$ cat config.mk
export PLATFORM = sky130hd
export DESIGN_NAME = key_entry_ctrl
export DESIGN_NICKNAME = d
export VERILOG_FILES = /design/src/rtl/key_entry_ctrl.sv
export SDC_FILE = /design/constraint.sdc
export NUM_CORES = 1
export LEC_CHECK = 0
export BUFFER_PORTS_ARGS = -buffer_cell sky130_fd_sc_hd__buf_2
export CAP_MARGIN = 20
export CELL_PAD_IN_SITES_DETAIL_PLACEMENT = 1
export CELL_PAD_IN_SITES_GLOBAL_PLACEMENT = 2
export CORE_ASPECT_RATIO = 0.9
export CORE_MARGIN = 2
export CORE_UTILIZATION = 36
export DETAILED_ROUTE_END_ITERATION = 6
export HOLD_SLACK_MARGIN = 0.05
export PLACE_DENSITY = 0.84
export SLEW_MARGIN = 20
export SYNTH_ARGS = -nofsm -noshare
export SYNTH_HDL_FRONTEND = slang
export SYNTH_SLANG_ARGS = --single-unit
$ cat constraint.sdc
create_clock -name clk -period 4 [get_ports clk]
set_input_delay 0.2 -clock clk [delete_from_list [all_inputs] [get_ports clk]]
set_output_delay 0.2 -clock clk [all_outputs]
set_load 0.1 [all_outputs]
$ cat src/rtl/key_entry_ctrl.sv
// key_entry_ctrl: collects up to three decimal digits from the keypad scanner,
// handles clear/backspace/enter, range-checks the entry against 9 bits and
// issues a committed value with a single-cycle valid pulse.
// Optional feature: define KEY_TIMEOUT_EN to auto-clear an idle entry after
// TIMEOUT_CYC cycles without a key.
module key_entry_ctrl #(
  parameter int unsigned MAX_DIGITS  = 3,
  parameter int unsigned TIMEOUT_CYC = 50_000_000
) (
  input  logic        clk,
  input  logic        rst_n,
  input  logic [3:0]  key_num,
  input  logic        key_vld,
  output logic [8:0]  dout,
  output logic        dout_vld,
  output logic [11:0] disp_bcd,
  output logic [1:0]  disp_cnt,
  output logic        err
);

  localparam logic [1:0] ST_IDLE   = 2'd0;
  localparam logic [1:0] ST_ENTRY  = 2'd1;
  localparam logic [1:0] ST_COMMIT = 2'd2;
  localparam logic [1:0] ST_ERR    = 2'd3;

  localparam logic [1:0] DIG_FULL  = 2'(MAX_DIGITS);

  localparam logic [3:0] KEY_CLR   = 4'hA;
  localparam logic [3:0] KEY_BS    = 4'hB;
  localparam logic [3:0] KEY_ENT   = 4'hE;

  logic [1:0]  r_state, w_state_nx;
  logic [11:0] r_bcd, w_bcd_nx;
  logic [1:0]  r_cnt, w_cnt_nx;
  logic [8:0]  r_dout, w_dout_nx;
  logic        r_vld, w_vld_nx;
  logic        r_err, w_err_nx;
  logic        w_digit;
  logic [9:0]  w_value;
  logic        w_timeout;

  assign w_digit = key_vld && (key_num < 4'hA);

  // Decimal value of the held digits; upper nibbles are zero for short entries
  assign w_value = 10'(r_bcd[11:8]) * 10'd100 + 10'(r_bcd[7:4]) * 10'd10
                 + 10'(r_bcd[3:0]);

`ifdef KEY_TIMEOUT_EN
  localparam int unsigned TO_W = (TIMEOUT_CYC > 1) ? $clog2(TIMEOUT_CYC) : 1;
  localparam logic [TO_W-1:0] TO_LAST = TO_W'(TIMEOUT_CYC - 1);

  logic [TO_W-1:0] r_to_cnt;
  logic            w_to_run;

  assign w_to_run  = (r_state == ST_ENTRY) || (r_state == ST_ERR);
  // A key in the same cycle as expiry wins, so the timeout is masked by key_vld
  assign w_timeout = w_to_run && !key_vld && (r_to_cnt == TO_LAST);

  // Idle-cycle counter: restarts on any key, runs only while an entry is held
  always_ff @(posedge clk or negedge rst_n) begin
    if (!rst_n) begin
      r_to_cnt <= '0;
    end else if (key_vld || !w_to_run || w_timeout) begin
      r_to_cnt <= '0;
    end else begin
      r_to_cnt <= r_to_cnt + 1'b1;
    end
  end
`else
  assign w_timeout = 1'b0;
`endif

  // Next-state and datapath decode for each key in each state
  always_comb begin
    w_state_nx = r_state;
    w_bcd_nx   = r_bcd;
    w_cnt_nx   = r_cnt;
    w_dout_nx  = r_dout;
    w_err_nx   = r_err;
    w_vld_nx   = 1'b0;
    case (r_state)
      ST_IDLE: begin
        if (w_digit) begin
          w_bcd_nx   = {8'h00, key_num};
          w_cnt_nx   = 2'd1;
          w_state_nx = ST_ENTRY;
        end
      end
      ST_ENTRY: begin
        if (w_digit) begin
          if (r_cnt < DIG_FULL) begin
            w_bcd_nx = {r_bcd[7:0], key_num};
            w_cnt_nx = r_cnt + 2'd1;
          end
        end else if (key_vld && key_num == KEY_BS) begin
          w_bcd_nx = {4'h0, r_bcd[11:4]};
          w_cnt_nx = r_cnt - 2'd1;
          if (r_cnt == 2'd1) w_state_nx = ST_IDLE;
        end else if (key_vld && key_num == KEY_CLR) begin
          w_bcd_nx   = '0;
          w_cnt_nx   = '0;
          w_state_nx = ST_IDLE;
        end else if (key_vld && key_num == KEY_ENT) begin
          w_state_nx = ST_COMMIT;
        end
      end
      ST_COMMIT: begin
        if (w_value <= 10'd511) begin
          w_dout_nx  = w_value[8:0];
          w_vld_nx   = 1'b1;
          w_bcd_nx   = '0;
          w_cnt_nx   = '0;
          w_state_nx = ST_IDLE;
        end else begin
          w_err_nx   = 1'b1;
          w_state_nx = ST_ERR;
        end
      end
      default: begin
        if (key_vld && key_num == KEY_CLR) begin
          w_err_nx   = 1'b0;
          w_bcd_nx   = '0;
          w_cnt_nx   = '0;
          w_state_nx = ST_IDLE;
        end
      end
    endcase
    if (w_timeout) begin
      w_err_nx   = 1'b0;
      w_bcd_nx   = '0;
      w_cnt_nx   = '0;
      w_state_nx = ST_IDLE;
    end
  end

  // State and output registers
  always_ff @(posedge clk or negedge rst_n) begin
    if (!rst_n) begin
      r_state <= ST_IDLE;
      r_bcd   <= '0;
      r_cnt   <= '0;
      r_dout  <= '0;
      r_vld   <= 1'b0;
      r_err   <= 1'b0;
    end else begin
      r_state <= w_state_nx;
      r_bcd   <= w_bcd_nx;
      r_cnt   <= w_cnt_nx;
      r_dout  <= w_dout_nx;
      r_vld   <= w_vld_nx;
      r_err   <= w_err_nx;
    end
  end

  assign dout     = r_dout;
  assign dout_vld = r_vld;
  assign disp_bcd = r_bcd;
  assign disp_cnt = r_cnt;
  assign err      = r_err;

endmodule

== After elaboration in Yosys (flattened, before gate mapping) ==
Index checks and enable logic that the tools add are counted.

* Equality and inequality tests: 13
* Order comparisons: 3
* Multiply operators: 2
* Add/sub/neg operators: 4
* Mux-type cells: 27
* Reductions and logical operators: 12
* Bitwise operators: 1

{| class="wikitable"
|+ Operators with widths
! cell !! number
|-
| $mux W12 || 6
|-
| $pmux W12 S3 || 1
|-
| $mux W2 || 13
|-
| $eq A4 B4 Y1 const B || 3
|-
| $pmux W2 S3 || 2
|-
| $add A10 B4 Y10 || 1
|-
| $add A10 B8 Y10 || 1
|-
| $le A10 B9 Y1 const B || 1
|-
| $mul A4 B5 Y8 const B || 1
|-
| $ne A2 B2 Y1 const B || 4
|-
| $mul A4 B3 Y7 const B || 1
|-
| $ne A3 B3 Y1 const B || 2
|-
| $reduce_and A3 Y1 || 2
|-
| $reduce_and A5 Y1 || 1
|-
| $eq A2 B1 Y1 const B || 2
|-
| $logic_and A1 B1 Y1 || 4
|-
| $lt A4 B4 Y1 const B || 1
|-
| $mux W1 || 4
|-
| $ne A4 B4 Y1 const B || 1
|-
| $reduce_bool A4 Y1 || 1
|-
| $add A2 B1 Y2 const B || 1
|-
| $eq A2 B2 Y1 const B || 1
|-
| $logic_not A2 Y1 || 1
|-
| $lt A2 B2 Y1 const B || 1
|-
| other kinds (6) || 6
|}

* Input port bits: 7
* Word-level logic and storage cells: 68
* Flip-flop bits (word level): 27
* Output and inout bits: 25

== Logic depth before layout (Yosys ltp) ==
* Word-level depth: 7
* Depth in mapped cells: 13
* Mapped depth without buffers: 12

== Worst setup path before layout ==
OpenSTA, ideal clock, no wires.

* Kind: reg2reg
* Start point: reg r_bcd[7], in the netlist disp_bcd[7]
* End point: reg r_dout[0], in the netlist dout[0]
* Buffers on the path: 0
* Setup slack: -0.153 ns
* Required time: 3.875 ns
* Library setup time: 0.125 ns
* Arrival time: 4.028 ns
* Period minus slack after synthesis: 4.153 ns
* Cell stages (with the launch flop): 12
* Cell sequence: dfrtp_1 -> ha_1 -> ha_1 -> fa_1 -> xor2_1 -> ha_1 -> ha_1 -> o211ai_1 -> o211ai_1 -> a211oi_2 -> nor3_4 -> mux2_2

* Longest elaborated chain between the ends: 5

{| class="wikitable"
|+ RTL lines
! item !! line !! text
|-
| start: declaration || 33 || <nowiki>logic [11:0] r_bcd, w_bcd_nx;</nowiki>
|-
| start signal: assignment || 147 || <nowiki>r_bcd <= w_bcd_nx;</nowiki>
|-
| $mul A4 B3 Y7 || 45 || <nowiki>assign w_value = 10'(r_bcd[11:8]) * 10'd100 + 10'(r_bcd[7:4]) * 10'd10</nowiki>
|-
| $add A10 B8 Y10 || 45 ||
|-
| $add A10 B4 Y10 || 46 || <nowiki>+ 10'(r_bcd[3:0]);</nowiki>
|-
| $le A10 B9 Y1 || 108 || <nowiki>if (w_value <= 10'd511) begin</nowiki>
|-
| $reduce_and A2 Y1 (no source line) || n/a ||
|-
| end signal: assignment || 149 || <nowiki>r_dout <= w_dout_nx;</nowiki>
|-
| end: declaration || 35 || <nowiki>logic [8:0] r_dout, w_dout_nx;</nowiki>
|}

No other way between the ends.
A chain may end at the register's enable or synchronous reset.

== Worst setup path after layout ==
* Start point: reg r_bcd[7], in the netlist disp_bcd[7]
* End point: reg r_bcd[8], in the netlist disp_bcd[8]

* Longest elaborated chain between the ends: 6

{| class="wikitable"
|+ RTL lines
! item !! line
|-
| $mul A4 B3 Y7 || 45
|-
| $add A10 B8 Y10 || 45
|-
| $add A10 B4 Y10 || 46
|-
| $le A10 B9 Y1 || 108
|-
| $ne A2 B2 Y1 (no source line) || n/a
|-
| $reduce_and A3 Y1 (no source line) || n/a
|}

No other way between the ends.

==> run_results.csv <==
group,metric,value,unit
sta,fmax,269,MHz
worst_setup_path,critPathSlowestCell,"dfrtp_2",
flow_run,cap_viol_max_count,0,
synthesis,yosysTopAreaCell,"dfrtp_1",
cells_and_area,drive_gt1_share,22.9,%
synthesis,netlist_top_cells_area,"dfrtp_1, ha_1, a22oi_1",
placement,io_buffer_count,31,
worst_setup_path,startpoint_type,"register",
global_route,grt_pass1_wl,11.2,mm
worst_setup_path,cp_common_cell,"ha_1",
floorplan,rows,27,
worst_setup_path,reg2reg_from,"disp_bcd[7]",
sta,tightestPinTransition,0.749,ns
detailed_routing,route.detailed.drc,0,
cells_and_area,multi_input_area,1530,um^2
floorplan,start_util,37.6,%
clocking,h-tree-depth,1,
synthesis,netlist_instances,252,
detailed_routing,drtIter0Drc,91,
synthesis,synth-seq-cells,27,
sta,hold_viol,0,
worst_setup_path,crit_chain,"ha_1, ha_1, fa_1, xor2_1, ha_1, ha_1, a21oi_1, o211ai_1, a211oi_2, nor2_2, buf_4, o211ai_1",
cells_and_area,syn_to_final_growth,15.6,%
cells_and_area,post-route-util,43.5,%
synthesis,async_flop_share,100,%
clocking,numCtsBuffers,3,
floorplan,die-area,7120,um^2
global_route,grt_remaining_overflow,0,
synthesis,ys_types,48,
synthesis,synth_nets,289,
global_route,grt_pass1_vias,2080,
placement,dp_cells,365,
sta,slew_headroom,50.1,%
sta,setup_tns,0,ns
worst_setup_path,startpoint,"disp_bcd[7]",
worst_setup_path,crit_required,4.19,ns
sta,finalSetupViolCount,0,
clocking,cts-root-buf,"clkbuf_8",
detailed_routing,ant_nets,0,
floorplan,dieWidth,88.7,um
clocking,cts_tree,"done",
worst_hold_path,holdPathStages,3,
sta,period_share,92.9,%
cells_and_area,seqCellArea,681,um^2
cells_and_area,nFillCells,727,
worst_setup_path,cp.arrival,3.91,ns
placement,place_area,2610,um^2
cells_and_area,antennaDiodeCount,0,
worst_hold_path,min_path_type,"in -> reg",
sta,drv_slew,0,
detailed_routing,dr.pass1.iters,4,
global_route,antenna_found_initial,0,
worst_setup_path,crit_type,"reg -> reg",
synthesis,synth_area,2320,um^2
worst_setup_path,worstPathMaxFanout,9,
floorplan,ioPinCount,32,
placement,place.gp.congestion,0.821,
worst_setup_path,path_depth,12,
worst_setup_path,rr_worst_depth,12,
sta,rsz0062_at_grt,"no",
placement,dpl.hpwl,4.99,mm
cells_and_area,nNetsFinal,322,
clocking,clockBufferDepth,2,
worst_setup_path,crit_buf_inv,1,
synthesis,synth_edf_count,0,
clocking,clk_latency,0.28,ns
sta,fin_skew,0.00342,ns
floorplan,core_area,6180,um^2
run_status,outcome,"finished, final reports clean",
detailed_routing,wl_per_cell,17.7,um
cells_and_area,stdcell_count,371,
clocking,clkTransAtPathRegs,0.10,ns
worst_setup_path,cpPeakStageDelay,0.48,ns
detailed_routing,vias_per_cell,5.60,
synthesis,yosysTopAreaCellShare,29.1,%
worst_setup_path,crit_family,"adder cells",
detailed_routing,wl,6.57,mm
clocking,cts_sinks,27,
cells_and_area,fin_area,2690,um^2
sta,timing.final.crit_period,3.72,ns
worst_setup_path,endpoint_kind,"register",
global_route,grt_util_all_layers,20.2,%
global_route,grt_max_degree,30,
detailed_routing,num_vias,2077,
floorplan,die_y,80.2,um
synthesis,synth-main-ff-cell,"dfrtp_1",
synthesis,syn_area_per_cell,9.23,um^2
synthesis,yosys_warnings,0,
worst_hold_path,min_from,"key_num[0]",
synthesis,yosysSeqAreaShare,29.1,%
worst paths after layout:
path                                to  slack, ns
min in group asynchronous     dout_vld       0.47
setup reg to reg           disp_bcd[8]       0.28
hold / removal             disp_bcd[0]       0.31
max in group asynchronous  disp_bcd[9]       3.07
setup / recovery           disp_bcd[8]       0.28
hold reg to reg                dout[4]       0.51
cell usage in the layout, fill, tap and decap left out, types with 2 or more instances in the layout:
cell / n
nand4b_1: 2
buf_2: 31
a21oi_1: 11
a31oi_1: 2
o211ai_1: 10
inv_1: 13
o221ai_1: 6
nand4_1: 2
nor2b_1: 14
dfrtp_2: 4
xnor2_1: 3
a21o_1: 5
nand2_1: 13
clkbuf_8: 3
dfrtp_1: 23
fa_1: 5
and2_1: 3
o22ai_1: 2
o21ai_0: 11
xor2_1: 4
ha_1: 25
nand3_1: 19
a22oi_1: 17
mux2_2: 9
nor3_1: 2
buf_4: 11
nor2_1: 8
stage by stage:
step           setup WS (ns)  hold slack [ns]
2_1_floorplan         0.0102          -0.0956
3_3_place_gp           0.298            0.260
4_1_cts                0.103            0.302
3_5_place_dp           0.150            0.262
6_report               0.283            0.306
5_1_grt               0.0595            0.322
timing repair:
| action | CTS | global route |
|---|---|---|
| setup buffers | 0 | 1 |
| setup endpoints to repair | 0 | 19 |
| resized for setup | 0 | 1 |
| hold endpoints to repair | 27 | 0 |
| hold buffers | 1 | 0 |
cell usage after synthesis, types with 2 or more instances:
cell type  number
xnor2_1         3
nand2_1        13
a21oi_1        11
buf_2           6
clkbuf_1        9
dfrtp_1        27
and2_1          3
nor2b_1        14
o221ai_1        6
nand4_1         2
o22ai_1         2
ha_1           25
xor2_1          4
a22oi_1        17
o211ai_1       10
inv_1          13
a31oi_1         2
a21o_1          5
mux2_2          9
nand3_1        19
nor2_1          9
nor3_1          2
fa_1            5
o21ai_0        11
nand4b_1        2
worst min-delay path, stage by stage:
cell and delay (ns):
buf_2 0.15, nand3_1 0.10, o311ai_1 0.10
registers in the layout (all words and copies together) (netlist names):
| signal | count |
|---|---|
| dout_vld | 1 |
| r_state | 2 |
| dout | 9 |
| err | 1 |
| disp_bcd | 12 |
| disp_cnt | 2 |
logic make-up after synthesis:
kind of cell             share of synthesized area [%]
adder cells (fa/ha/maj)                           17.8
AND/OR/NAND/NOR                                   16.2
XOR/XNOR                                          2.64
buffers and inverters                             5.17
flip-flops                                        29.1
AO/OA/AOI/OAI                                     24.8
multiplexers                                      4.36
cell type report:
| type | count | share of cell area [%] |
|---|---|---|
| Clock inverter | 1 | 0.279 |
| Multi-Input combinational cell | 196 | 57.0 |
| Timing Repair Buffer | 44 | 9.96 |
| Clock buffer | 3 | 1.54 |
| Tap cell | 87 | 4.05 |
| Inverter | 13 | 1.82 |
| Sequential cell | 27 | 25.3 |
per-layer routing:
metal / track usage [%] / part of all wire, % / up-vias
met5: 0 / 0 / -
met3: 2.77 / 4.9 / 2
met4: 2.42 / 0.37 / 0
met1: 31.1 / 49 / 1019
met2: 30.7 / 46 / 49
li1: - / - / 1007
Power is left out: the tool's default activity adds up to more than one toggle a clock period on the data nets, which glitch-free logic cannot reach.
